File: src/rtl/mvu_act_feeder_pkg.sv
// ---------------------------------------------------------------------------
// mvau_defn : shared definitions for the MVU activation feeder slice.
//
// Contents:
//   feeder_state_t - FILL (first pass, stores the vector while it streams
//                    through) / REPLAY (later neuron folds read back the stored copy)
//   clog2_min1()   - ceil(log2(n)), never less than 1, for counter/address widths
//   is_pow2()      - selects the concatenated form of the weight address
//   DEF_*          - default geometry (SF=4, NF=2) and its derived widths
// ---------------------------------------------------------------------------
package mvau_defn;

  typedef enum logic [0:0] {
    FILL   = 1'b0,
    REPLAY = 1'b1
  } feeder_state_t;

  // A width of zero would be illegal, so degenerate folds still get one bit.
  function automatic int clog2_min1(input int n);
    int r;
    if (n <= 1) begin
      r = 1;
    end else begin
      r = $clog2(n);
    end
    return r;
  endfunction

  function automatic bit is_pow2(input int n);
    return (n > 0) && ((n & (n - 1)) == 0);
  endfunction

  localparam int DEF_SIMD     = 2;
  localparam int DEF_PE       = 2;
  localparam int DEF_TSRCI    = 4;
  localparam int DEF_MATRIX_W = 8;
  localparam int DEF_MATRIX_H = 4;
  localparam int DEF_SF       = DEF_MATRIX_W / DEF_SIMD;
  localparam int DEF_NF       = DEF_MATRIX_H / DEF_PE;
  localparam int DEF_SF_W     = clog2_min1(DEF_SF);
  localparam int DEF_NF_W     = clog2_min1(DEF_NF);
  localparam int DEF_ADDR_W   = clog2_min1(DEF_SF * DEF_NF);

endpackage

File: src/rtl/mvu_act_feeder_if.sv
// ---------------------------------------------------------------------------
// mvu_act_feeder_if : activation stream bundle around the feeder.
//
// Signals:
//   in_v / in_rdy / in_act       - upstream activation words (valid/ready)
//   out_v / out_rdy / out_act    - words toward the PE array (valid/ready)
//   out_sf_last                  - last SIMD fold of the current neuron fold
//   out_nf_last                  - word belongs to the last neuron fold
//   out_wgt_addr                 - weight-memory address nf*SF+sf
// Modports:
//   master - environment side (drives in_v/in_act/out_rdy)
//   slave  - feeder side
// ---------------------------------------------------------------------------
interface mvu_act_feeder_if #(
  parameter int TI     = 8,
  parameter int ADDR_W = 3
) ();

  logic              in_v;
  logic              in_rdy;
  logic [TI-1:0]     in_act;
  logic              out_v;
  logic              out_rdy;
  logic [TI-1:0]     out_act;
  logic              out_sf_last;
  logic              out_nf_last;
  logic [ADDR_W-1:0] out_wgt_addr;

  modport master (
    output in_v, in_act, out_rdy,
    input  in_rdy, out_v, out_act, out_sf_last, out_nf_last, out_wgt_addr
  );

  modport slave (
    input  in_v, in_act, out_rdy,
    output in_rdy, out_v, out_act, out_sf_last, out_nf_last, out_wgt_addr
  );

endinterface

File: src/rtl/mvu_act_feeder_buf.sv
// ---------------------------------------------------------------------------
// mvu_act_buf : DEPTH x W register array holding one activation vector.
//
// Ports:
//   clk     - write clock
//   i_we    - write enable
//   i_waddr - write index (SIMD fold)
//   i_wdata - word to store
//   i_raddr - read index (combinational read)
//   o_rdata - word at i_raddr
// Contents are deliberately not reset: every location is written during
// FILL before REPLAY can read it.
// ---------------------------------------------------------------------------
module mvu_act_buf #(
  parameter int DEPTH = 4,
  parameter int W     = 8,
  parameter int AW    = 2
) (
  input  logic          clk,
  input  logic          i_we,
  input  logic [AW-1:0] i_waddr,
  input  logic [W-1:0]  i_wdata,
  input  logic [AW-1:0] i_raddr,
  output logic [W-1:0]  o_rdata
);

  logic [W-1:0] r_mem [DEPTH];

  // Single synchronous write port.
  always_ff @(posedge clk) begin
    if (i_we) begin
      r_mem[i_waddr] <= i_wdata;
    end
  end

  assign o_rdata = r_mem[i_raddr];

endmodule

File: src/rtl/mvu_act_feeder.sv
// ---------------------------------------------------------------------------
// mvu_act_feeder : producer-side streamer for the matrix-vector unit.
//
// Accepts one activation vector as SF = MatrixW/SIMD words, forwards each
// word to the PE array while storing it (FILL), then replays the stored copy
// for the remaining NF-1 neuron folds (REPLAY). Each output word is tagged
// with sf_last / nf_last and the weight address nf*SF+sf.
//
// Ports:
//   clk  - clock, rising edge
//   rst  - asynchronous active-high reset (outputs, counters, state)
//   bus  - mvu_act_feeder_if.slave (input stream, output stream + tags)
// Output register loads only when adv = !out_v || out_rdy, so a stalled
// word holds all out_* stable.
// ---------------------------------------------------------------------------
module mvu_act_feeder
  import mvau_defn::*;
#(
  parameter int SIMD    = DEF_SIMD,
  parameter int PE      = DEF_PE,
  parameter int TSrcI   = DEF_TSRCI,
  parameter int MatrixW = DEF_MATRIX_W,
  parameter int MatrixH = DEF_MATRIX_H,
  parameter int TI      = SIMD * TSrcI
) (
  input logic            clk,
  input logic            rst,
  mvu_act_feeder_if.slave bus
);

  localparam int SF     = MatrixW / SIMD;
  localparam int NF     = MatrixH / PE;
  localparam int SF_W   = clog2_min1(SF);
  localparam int NF_W   = clog2_min1(NF);
  localparam int ADDR_W = clog2_min1(SF * NF);

  localparam logic [SF_W-1:0] SF_LAST = SF_W'(SF - 1);
  localparam logic [NF_W-1:0] NF_LAST = NF_W'(NF - 1);
  localparam logic [SF_W-1:0] SF_ONE  = SF_W'(1);
  localparam logic [NF_W-1:0] NF_ONE  = NF_W'(1);

  feeder_state_t     r_state;
  logic [SF_W-1:0]   r_sf;
  logic [NF_W-1:0]   r_nf;
  logic              r_out_v;
  logic [TI-1:0]     r_out_act;
  logic              r_sf_last;
  logic              r_nf_last;
  logic [ADDR_W-1:0] r_addr;

  logic              w_adv;
  logic              w_in_rdy;
  logic              w_we;
  logic              w_sf_wrap;
  logic              w_nf_wrap;
  logic [TI-1:0]     w_rd_data;
  logic [ADDR_W-1:0] w_addr;

  assign w_adv     = !r_out_v || bus.out_rdy;
  assign w_in_rdy  = (r_state == FILL) && w_adv;
  assign w_we      = w_in_rdy && bus.in_v;
  assign w_sf_wrap = (r_sf == SF_LAST);
  assign w_nf_wrap = (r_nf == NF_LAST);

  // In FILL nf is 0, so the same address expression yields plain sf.
  generate
    if (SF > 1 && is_pow2(SF)) begin : g_addr_cat
      assign w_addr = ADDR_W'({r_nf, r_sf});
    end else begin : g_addr_mul
      assign w_addr = ADDR_W'((32'(r_nf) * 32'(SF)) + 32'(r_sf));
    end
  endgenerate

  // During FILL the write and read indices are both sf; REPLAY only reads.
  mvu_act_buf #(
    .DEPTH (SF),
    .W     (TI),
    .AW    (SF_W)
  ) u_buf (
    .clk     (clk),
    .i_we    (w_we),
    .i_waddr (r_sf),
    .i_wdata (bus.in_act),
    .i_raddr (r_sf),
    .o_rdata (w_rd_data)
  );

  // FSM, fold counters and output register.
  always_ff @(posedge clk or posedge rst) begin
    if (rst) begin
      r_state   <= FILL;
      r_sf      <= {SF_W{1'b0}};
      r_nf      <= {NF_W{1'b0}};
      r_out_v   <= 1'b0;
      r_out_act <= {TI{1'b0}};
      r_sf_last <= 1'b0;
      r_nf_last <= 1'b0;
      r_addr    <= {ADDR_W{1'b0}};
    end else if (w_adv) begin
      case (r_state)
        FILL: begin
          if (bus.in_v) begin
            r_out_v   <= 1'b1;
            r_out_act <= bus.in_act;
            r_sf_last <= w_sf_wrap;
            r_nf_last <= (NF == 1);
            r_addr    <= w_addr;
            if (w_sf_wrap) begin
              r_sf <= {SF_W{1'b0}};
              if (NF > 1) begin
                r_nf    <= NF_ONE;
                r_state <= REPLAY;
              end
            end else begin
              r_sf <= r_sf + SF_ONE;
            end
          end else begin
            // Nothing to load: the gap propagates to the output.
            r_out_v <= 1'b0;
          end
        end
        REPLAY: begin
          r_out_v   <= 1'b1;
          r_out_act <= w_rd_data;
          r_sf_last <= w_sf_wrap;
          r_nf_last <= w_nf_wrap;
          r_addr    <= w_addr;
          if (w_sf_wrap) begin
            r_sf <= {SF_W{1'b0}};
            if (w_nf_wrap) begin
              // Return to FILL on the last beat so the next vector
              // can be accepted in the very next cycle.
              r_nf    <= {NF_W{1'b0}};
              r_state <= FILL;
            end else begin
              r_nf <= r_nf + NF_ONE;
            end
          end else begin
            r_sf <= r_sf + SF_ONE;
          end
        end
        default: begin
          r_state <= FILL;
          r_sf    <= {SF_W{1'b0}};
          r_nf    <= {NF_W{1'b0}};
          r_out_v <= 1'b0;
        end
      endcase
    end
  end

  assign bus.in_rdy       = w_in_rdy;
  assign bus.out_v        = r_out_v;
  assign bus.out_act      = r_out_act;
  assign bus.out_sf_last  = r_sf_last;
  assign bus.out_nf_last  = r_nf_last;
  assign bus.out_wgt_addr = r_addr;

endmodule
File: src/flat_wrapper.sv
// flat-port wrapper written by rule: the top's interface ports become plain ports
module mvu_act_feeder_flat import mvau_defn::*;
#(
  parameter int SIMD    = DEF_SIMD,
  parameter int PE      = DEF_PE,
  parameter int TSrcI   = DEF_TSRCI,
  parameter int MatrixW = DEF_MATRIX_W,
  parameter int MatrixH = DEF_MATRIX_H,
  parameter int TI      = SIMD * TSrcI
)
  (clk, rst, bus_in_v, bus_in_act, bus_out_rdy, bus_in_rdy, bus_out_v, bus_out_act, bus_out_sf_last, bus_out_nf_last, bus_out_wgt_addr);
  mvu_act_feeder_if #(.TI(TI)) bus_i ();
  input logic clk;
  input logic rst;
  input wire logic [$bits(bus_i.in_v)-1:0] bus_in_v;
  input wire logic [$bits(bus_i.in_act)-1:0] bus_in_act;
  input wire logic [$bits(bus_i.out_rdy)-1:0] bus_out_rdy;
  output wire logic [$bits(bus_i.in_rdy)-1:0] bus_in_rdy;
  output wire logic [$bits(bus_i.out_v)-1:0] bus_out_v;
  output wire logic [$bits(bus_i.out_act)-1:0] bus_out_act;
  output wire logic [$bits(bus_i.out_sf_last)-1:0] bus_out_sf_last;
  output wire logic [$bits(bus_i.out_nf_last)-1:0] bus_out_nf_last;
  output wire logic [$bits(bus_i.out_wgt_addr)-1:0] bus_out_wgt_addr;
  assign bus_i.in_v = bus_in_v;
  assign bus_i.in_act = bus_in_act;
  assign bus_i.out_rdy = bus_out_rdy;
  assign bus_in_rdy = bus_i.in_rdy;
  assign bus_out_v = bus_i.out_v;
  assign bus_out_act = bus_i.out_act;
  assign bus_out_sf_last = bus_i.out_sf_last;
  assign bus_out_nf_last = bus_i.out_nf_last;
  assign bus_out_wgt_addr = bus_i.out_wgt_addr;
  mvu_act_feeder #(.SIMD(SIMD), .PE(PE), .TSrcI(TSrcI), .MatrixW(MatrixW), .MatrixH(MatrixH), .TI(TI)) u_core (.clk(clk), .rst(rst), .bus(bus_i));
endmodule
File: config.mk
export PLATFORM = sky130hd
export DESIGN_NAME = mvu_act_feeder_flat
export DESIGN_NICKNAME = d
export VERILOG_FILES = /design/src/rtl/mvu_act_feeder_pkg.sv /design/src/rtl/mvu_act_feeder_if.sv /design/src/rtl/mvu_act_feeder_buf.sv /design/src/rtl/mvu_act_feeder.sv /design/src/flat_wrapper.sv
export SDC_FILE = /design/constraint.sdc
export NUM_CORES = 1
export LEC_CHECK = 0
export BUFFER_PORTS_ARGS = -buffer_cell sky130_fd_sc_hd__buf_2
export CORE_ASPECT_RATIO = 0.7
export CORE_UTILIZATION = 46
export CTS_BUF_LIST = sky130_fd_sc_hd__clkbuf_2 sky130_fd_sc_hd__clkbuf_4 sky130_fd_sc_hd__clkbuf_8
export CTS_CLUSTER_SIZE = 16
export DETAILED_ROUTE_END_ITERATION = 8
export MAX_ROUTING_LAYER = met4
export PLACE_DENSITY = 0.68
export RECOVER_POWER = 25
export SYNTH_ARGS = -nofsm -noshare
export SYNTH_HDL_FRONTEND = slang
export SYNTH_SLANG_ARGS = --single-unit
File: constraint.sdc
create_clock -name clk -period 1.6 [get_ports clk]
set_clock_uncertainty 0.2 [all_clocks]
set_input_delay 0.24 -clock clk [delete_from_list [all_inputs] [get_ports clk]]
set_output_delay 0.24 -clock clk [all_outputs]
set_load 0.005 [all_outputs]
==> results of run 1 <==
cell usage in the layout, fill, tap and decap left out, types with 3 or more instances in the layout:
| cell type | count |
|---|---|
| buf_4 | 16 |
| mux2i_1 | 8 |
| edfxtp_1 | 32 |
| mux4_2 | 7 |
| nand3_1 | 3 |
| buf_6 | 4 |
| a21oi_1 | 16 |
| clkbuf_8 | 5 |
| dlygate4sd3_1 | 9 |
| ha_1 | 4 |
| and3_4 | 4 |
| buf_2 | 23 |
| dfrtp_1 | 16 |
cells by family after synthesis:
family	Yosys count
DFF	50
and+or+nand+nor	14
adders and majority gates	5
buffers and inverters	10
AOI/OAI and AO/OA	22
muxes	20
area by class of cell:
class                   count  share of cell area [%]
well taps                  52                    2.53
inverters                   3                   0.536
clock inverters             3                   0.633
multi-input cells          61                    23.7
repair buffers             55                    14.9
clock buffers               5                    2.68
flip-flops and latches     50                    55.0
layer usage:
layer | vias to the layer above | track usage (%) | share of wire (%)
li1 | 578 | - | -
met1 | 630 | 26.5 | 44
met2 | 38 | 34.5 | 51
met3 | 4 | 5.04 | 4.9
met4 | 0 | 5.61 | 0.63
met5 | - | - | 0
state kept, by name (all words and copies together), names as in the netlist, 2 cells and up:
register,flops
u_core.bus.out_act,8
u_core.u_buf.r_mem,32
u_core.bus.out_wgt_addr,3
u_core.r_sf,2
report_power, final:
group          internal, uW  switching (uW)  total [uW]
Clock                   300             390         690
Sequential             1690             176        1870
Combinational           860             720        1580
stage by stage:
step / setup WS [ns] / util, %
5_1_grt: -0.124 / 62.8
4_1_cts: -0.0486 / 62.0
3_3_place_gp: -0.0159 / 56.9
6_report: -0.0606 / 62.8
2_1_floorplan: -0.00616 / -
3_5_place_dp: -0.0915 / 56.9
worst max-delay path by stage:
stage                                                     to                    startpoint  depth (start not counted)  slack [ns]
after detailed placement   u_core.bus.out_act[4]$_DFFE_PP0P_    u_core.r_sf[0]$_DFFE_PP0P_                          4       -0.09
after CTS                  u_core.bus.out_act[4]$_DFFE_PP0P_    u_core.r_sf[0]$_DFFE_PP0P_                          4       -0.05
after global routing                              bus_in_rdy  u_core.bus.out_v$_DFFE_PP0N_                          4       -0.12
final                      u_core.bus.out_act[4]$_DFFE_PP0P_    u_core.r_sf[0]$_DFFE_PP0P_                          4       -0.06
after floorplan           u_core.u_buf.r_mem[0][0]$_DFFE_PP_  u_core.bus.out_v$_DFFE_PP0N_                          4      -0.006
after global placement     u_core.bus.out_act[1]$_DFFE_PP0P_    u_core.r_sf[0]$_DFFE_PP0P_                          4       -0.02
what timing repair did:
| item | 4_1_cts | 5_1_grt |
|---|---|---|
| pin swaps | 3 | 3 |
| setup endpoints to repair | 41 | 45 |
| endpoints found under the hold margin | 46 | 1 |
| hold buffers | 8 | 1 |
| resized for setup | 8 | 8 |
| buffers inserted | 2 | 2 |
==> results.yml, run 1 <==
status:
  status: "finished, violations left"
  violations: "setup timing"
clocking:
  cts-root-buf: "clkbuf_8"
  clockBufferDepth: 2
  clkLatencyLatePin_ns: 0.29
  cts_sinks: 50
  cts_tree: "built"
  cts_made_buffers: 5
  cts.clk_slew.worst_paths_ns: 0.08
  htreeDepth: 2
drt:
  wl_per_cell_um: 18.6
  postRouteAntennaNets: 0
  drc: 0
  drt_iter0_drc: 88
  routed-via-count: 1250
  avgViaCountPerCell: 5.46
  routed_wl_um: 4270
  firstDrtPassIters: 4
global_routing:
  gr-usage-all-layers_pct: 21.1
  grt_overflow: 0
  grt_max_degree: 19
  grt_antenna_before_repair: 0
  grt_pass1_wl_um: 6570
  grt_pass1_vias: 1282
synthesis:
  synth.top_cell.area_share_pct: 47.2
  yosys-top-cells-count: "edfxtp_1 (32), dfrtp_1 (18), a21oi_1 (16), mux2i_1 (8), mux4_2 (7)"
  synthXorXnorAreaFrac_pct: 0
  ys_async_sr_fraction_pct: 36.0
  synth-edff-count: 32
  synth-seq-cells: 50
  yosys.area.top_type: "edfxtp_1"
  syn_area_um2: 2040
  synthMuxAreaShare_pct: 15.2
  synth_flop_cell: "edfxtp_1"
  synth_top_family_by_area: "multiplexers"
  yosysSeqAreaShare_pct: 69.3
  ys_types: 25
  syn_avg_cell_area_um2: 16.8
  synth_fa_ha_area_share_pct: 3.07
  synth.area.top_cells: "edfxtp_1 (47%), dfrtp_1 (22%), mux4_2 (7.7%)"
  synth_compound_area_share_pct: 6.14
  synthCells: 121
  yosysMostFrequentCell: "edfxtp_1"
  synth-simple-area-share_pct: 3.87
  syn_nets: 138
  yosys_warnings: 0
finish:
  finish.instance_area_um2: 2570
  area_delta_synth_final_pct: 26.1
  regArea_um2: 1410
  diodes: 0
  fill_cells: 317
  layout.nets: 193
  layout.cells.non_filler: 229
  multi_input_area_um2: 608
  drive_gt1_share_pct: 39.5
floorplanning:
  die_area_um2: 4700
  start_util_pct: 49.8
  core_area_um2: 4090
  die_y_um: 57.7
  placementRows: 19
  io_pins: 27
  die-width_um: 81.5
timing:
  fin_crit_ns: 1.66
  finalWorstSetupSlack_ns: -0.0606
  setup_viol: 7
  grt_setup_unrepaired: "true"
  worstMarginPinSlew_ns: 0.511
  hold_violations: 0
  relSlewSlack_pct: 65.9
  fin_tns_setup_ns: -0.177
  max_freq_mhz: 602
  min_period_over_period_pct: 104
  slew_viol_final: 0
  whs_ns: 0.0907
worst_setup_path:
  critPathRequiredTime_ns: 1.57
  cp_max_fo: 4
  worstRegToRegCells: 4
  rr_startpoint: "u_core.r_sf[0]$_DFFE_PP0P_"
  worst-path-buf-inv: 1
  reg2reg_to: "u_core.bus.out_act[4]$_DFFE_PP0P_"
  rrSetupSlack_ns: -0.06
  worst_path_max_delay_cell: "mux4_2"
  endpoint_kind: "register"
  cp-start-kind: "register"
  crit_family: "multiplexers"
  path_cells: "buf_6 -> mux4_2 -> mux2i_1 -> a21oi_1"
  criticalPathCategory: "register to register"
  cp.arrival_ns: 1.63
  worst_path_largest_cell_delay_ns: 0.49
placement:
  place_congestion: 0.774
  buffer_ports.inserted: 26
  placedCellCount: 209
  dpl_cell_area_um2: 2330
  dp.final_hpwl_um: 2890
power:
  total_power_uw: 4140
  irDropWorstVdd_uv: 747
  power_density_nw_per_um2: 1610
  leakage_uw: 0.00101
flow_run:
  maxCapViolCount: 0
worst_hold_path:
  hold_depth: 2
  hp-start: "bus_in_v"
  hp-class: "input port to register"
  holdPathEnd: "u_core.r_state$_DFFE_PP0N_"
No activity file was read; power rests on OpenSTA's default activity.
==> inputs of run 2 (changes only) <==
--- a/config.mk
+++ b/config.mk
@@ -5,6 +5,7 @@
 export SDC_FILE = /design/constraint.sdc
 export NUM_CORES = 1
 export LEC_CHECK = 0
+export ABC_AREA = 1
 export BUFFER_PORTS_ARGS = -buffer_cell sky130_fd_sc_hd__buf_2
 export CORE_ASPECT_RATIO = 0.7
 export CORE_UTILIZATION = 46
@@ -12,7 +13,7 @@
 export CTS_CLUSTER_SIZE = 16
 export DETAILED_ROUTE_END_ITERATION = 8
 export MAX_ROUTING_LAYER = met4
-export PLACE_DENSITY = 0.68
+export PLACE_DENSITY = 0.66
 export RECOVER_POWER = 25
 export SYNTH_ARGS = -nofsm -noshare
 export SYNTH_HDL_FRONTEND = slang
==> constraint.sdc (replaced) <==
create_clock -name clk -period 2 [get_ports clk]
set_clock_uncertainty 0.2 [all_clocks]
set_input_delay 0.3 -clock clk [delete_from_list [all_inputs] [get_ports clk]]
set_output_delay 0.3 -clock clk [all_outputs]
set_load 0.005 [all_outputs]
==> run 2 against run 1 <==
Net effect:
- the run ends with DRC left
- largest power group unchanged
- worst hold slack worse by 0.019 ns
- non-clock buffer count is 13 lower
- combinational power is 20% lower
- maximum frequency is 2.4% lower
- critical path depth stayed put
- critical path type unchanged
- global-route usage is 2.3 points lower
- register-to-register slack better by 0.36 ns
- cell count is 33% higher
- sequential power is 20% lower
==> results.yml, run 2 <==
status:
  status: "finished, violations left"
  violations: "DRC"
worst_setup_path:
  rr_startpoint: "u_core.r_sf[0]$_DFFE_PP0P_"
  rrSetupSlack_ns: 0.30
  path_cells: "ha_1 -> inv_1 -> nor2_1 -> buf_4"
  endpoint_kind: "register"
  worst_path_largest_cell_delay_ns: 0.63
  criticalPathCategory: "register to register"
  reg2reg_to: "u_core.u_buf.r_mem[3][4]$_DFFE_PP_"
  cp_max_fo: 11
  worst-path-buf-inv: 2
  crit_family: "flip-flops"
  worstRegToRegCells: 4
  critPathLaunch: "u_core.r_sf[0]$_DFFE_PP0P_"
  worst_path_max_delay_cell: "dfrtp_1"
  critPathRequiredTime_ns: 1.81
  cp.arrival_ns: 1.51
  cp-start-kind: "register"
power:
  clkPwrFrac_pct: 20.0
  irDropWorstVdd_uv: 646
  p_sw_share_pct: 35.5
  cell_internal_pwr_uw: 2230
  pwr-share-seq_pct: 43.4
  combPwrFrac_pct: 36.6
  p_sw_uw: 1230
  leakage_uw: 0.00112
  total_power_uw: 3460
  power_density_nw_per_um2: 1380
drt:
  drc: 4
  avgViaCountPerCell: 4.84
  postRouteAntennaNets: 0
  drt_iter0_drc: 101
  routed_wl_um: 3940
  firstDrtPassIters: 6
  wl_per_cell_um: 12.9
  routed-via-count: 1477
timing:
  hold_violations: 0
  whs_ns: 0.0716
  setup_viol: 0
  fin_crit_ns: 1.70
  worstMarginPinSlew_ns: 0.460
  slew_viol_final: 0
  fin_tns_setup_ns: 0
  relSlewSlack_pct: 69.3
  max_freq_mhz: 588
  min_period_over_period_pct: 85.0
  grt_setup_unrepaired: "false"
synthesis:
  synth.area.top_cells: "edfxtp_1 (44%), dfrtp_1 (21%), nand2_1 (13%)"
  ys_types: 20
  ys_async_sr_fraction_pct: 36.0
  synth_flop_cell: "edfxtp_1"
  yosys-top-cells-count: "nand2_1 (75), edfxtp_1 (32), nor2_1 (24), dfrtp_1 (18), nand3_1 (16)"
  yosysSeqAreaShare_pct: 65.1
  syn_nets: 227
  syn_avg_cell_area_um2: 10.3
  syn_area_um2: 2170
  synth.top_cell.area_share_pct: 44.3
  synth-seq-cells: 50
  yosys_warnings: 0
  synthCells: 210
  yosys.area.top_type: "edfxtp_1"
  yosysMostFrequentCell: "nand2_1"
  synth-edff-count: 32
placement:
  dp.final_hpwl_um: 2890
  buffer_ports.inserted: 26
  place_congestion: 0.728
finish:
  diodes: 0
  layout_commonest_cell: "nand2_1"
  drive_gt1_share_pct: 20.8
  layout.nets: 266
  area_delta_synth_final_pct: 15.5
  largest_register_ffs: 32
  regMostFlops: "u_core.u_buf.r_mem"
  final_cell_mix: "nand2_1 (75), edfxtp_1 (32), nor2_1 (24), buf_2 (19), dfrtp_1 (18)"
clocking:
  cts_setup_buffers: 0
  cts-root-buf: "clkbuf_8"
  cts_made_buffers: 5
  cts_sinks: 50
  clkLatencyLatePin_ns: 0.30
  cts_hold_buf: 1
  cts.clk_slew.worst_paths_ns: 0.09
  clockBufferDepth: 2
  cts_tree: "built"
  htreeDepth: 2
  cts_resized: 0
worst_hold_path:
  hp-class: "input port to register"
  hp-start: "bus_in_act[4]"
  hold_depth: 1
  holdPathEnd: "u_core.u_buf.r_mem[0][4]$_DFFE_PP_"
global_routing:
  grt.met1_usage_pct: 24.3
  grt_pass1_vias: 1370
  grt_overflow: 0
  grt_max_degree: 19
  gr-usage-all-layers_pct: 18.8
  grt_antenna_before_repair: 0
  grt_pass1_wl_um: 6640
  grtUsageMet3_pct: 5.01
  grt_most_used_layer: "met2"
  met2_usage_pct: 29.2
floorplanning:
  die_y_um: 59.5
  core_area_um2: 4430
  die-width_um: 84.1
  start_util_pct: 49.0
  io_pins: 27
  placementRows: 20
  die_area_um2: 5000
flow_run:
  maxCapViolCount: 0
[run 2: cell count changes after synthesis, moves of 7 or more]
cell	previous run	this run
mux2i_1	8	0
nor2_1	1	24
nand2_1	1	75
mux4_2	7	0
nand3_1	3	16
a21oi_1	16	1
nand2_2	0	8
[run 2: power groups by stage]
stage / logic (uW) / registers [uW] / clock network [uW]
5_1_grt: 1460 / 1540 / 747
3_5_place_dp: 1280 / 1520 / 0
6_report: 1260 / 1500 / 692
4_1_cts: 1290 / 1500 / 709
3_3_place_gp: 1270 / 1520 / 0
2_1_floorplan: 934 / 1490 / 0
[run 2: metrics by stage]
| stage | instances | setup slack [ns] | cell area (um2) | utilization [%] |
|---|---|---|---|---|
| final | 305 | 0.299 | 2510 | 56.6 |
| after detailed placement | 296 | 0.309 | 2400 | 54.1 |
| after floorplan | 210 | 0.116 | 2170 | - |
| after global routing | 305 | 0.150 | 2510 | 56.6 |
| after CTS | 305 | 0.294 | 2510 | 56.8 |
| after global placement | 296 | 0.317 | 2400 | 54.1 |
[run 2: logic make-up (layout without fill, tap and decap cells)]
logic type / count (synthesis) / after routing / synth area share (%)
flops: 50 / 50 / 65.1
simple gates: 125 / 125 / 23.6
buf+inv: 20 / 60 / 5.88
fa+ha+maj: 5 / 5 / 2.88
compound gates: 10 / 10 / 2.54
[run 2: worst max path at each step]
| stage | end | slack [ns] | cells past startpoint |
|---|---|---|---|
| 6_report | u_core.u_buf.r_mem[3][4]$_DFFE_PP_ | 0.30 | 4 |
| 5_1_grt | u_core.u_buf.r_mem[3][5]$_DFFE_PP_ | 0.15 | 4 |
| 3_5_place_dp | u_core.u_buf.r_mem[3][3]$_DFFE_PP_ | 0.31 | 4 |
| 2_1_floorplan | u_core.u_buf.r_mem[1][0]$_DFFE_PP_ | 0.12 | 6 |
| 3_3_place_gp | u_core.u_buf.r_mem[3][1]$_DFFE_PP_ | 0.32 | 4 |
| 4_1_cts | u_core.u_buf.r_mem[3][4]$_DFFE_PP_ | 0.29 | 4 |
[run 2: area by class of cell]
class / count / area, um2
clock buffer: 5 / 68.8
clock inverter: 3 / 40.0
fill: 411 / 1920
inverter: 10 / 42.5
multi-input combinational: 140 / 631
sequential: 50 / 1410
tap: 55 / 68.8
timing repair buffer: 42 / 244
[run 2: layer usage]
layer | share of wire [%] | up-vias
met5 | 0 | -
met4 | 0.91 | 0
met3 | 4.3 | 4
met2 | 45 | 27
met1 | 49 | 686
li1 | - | 760
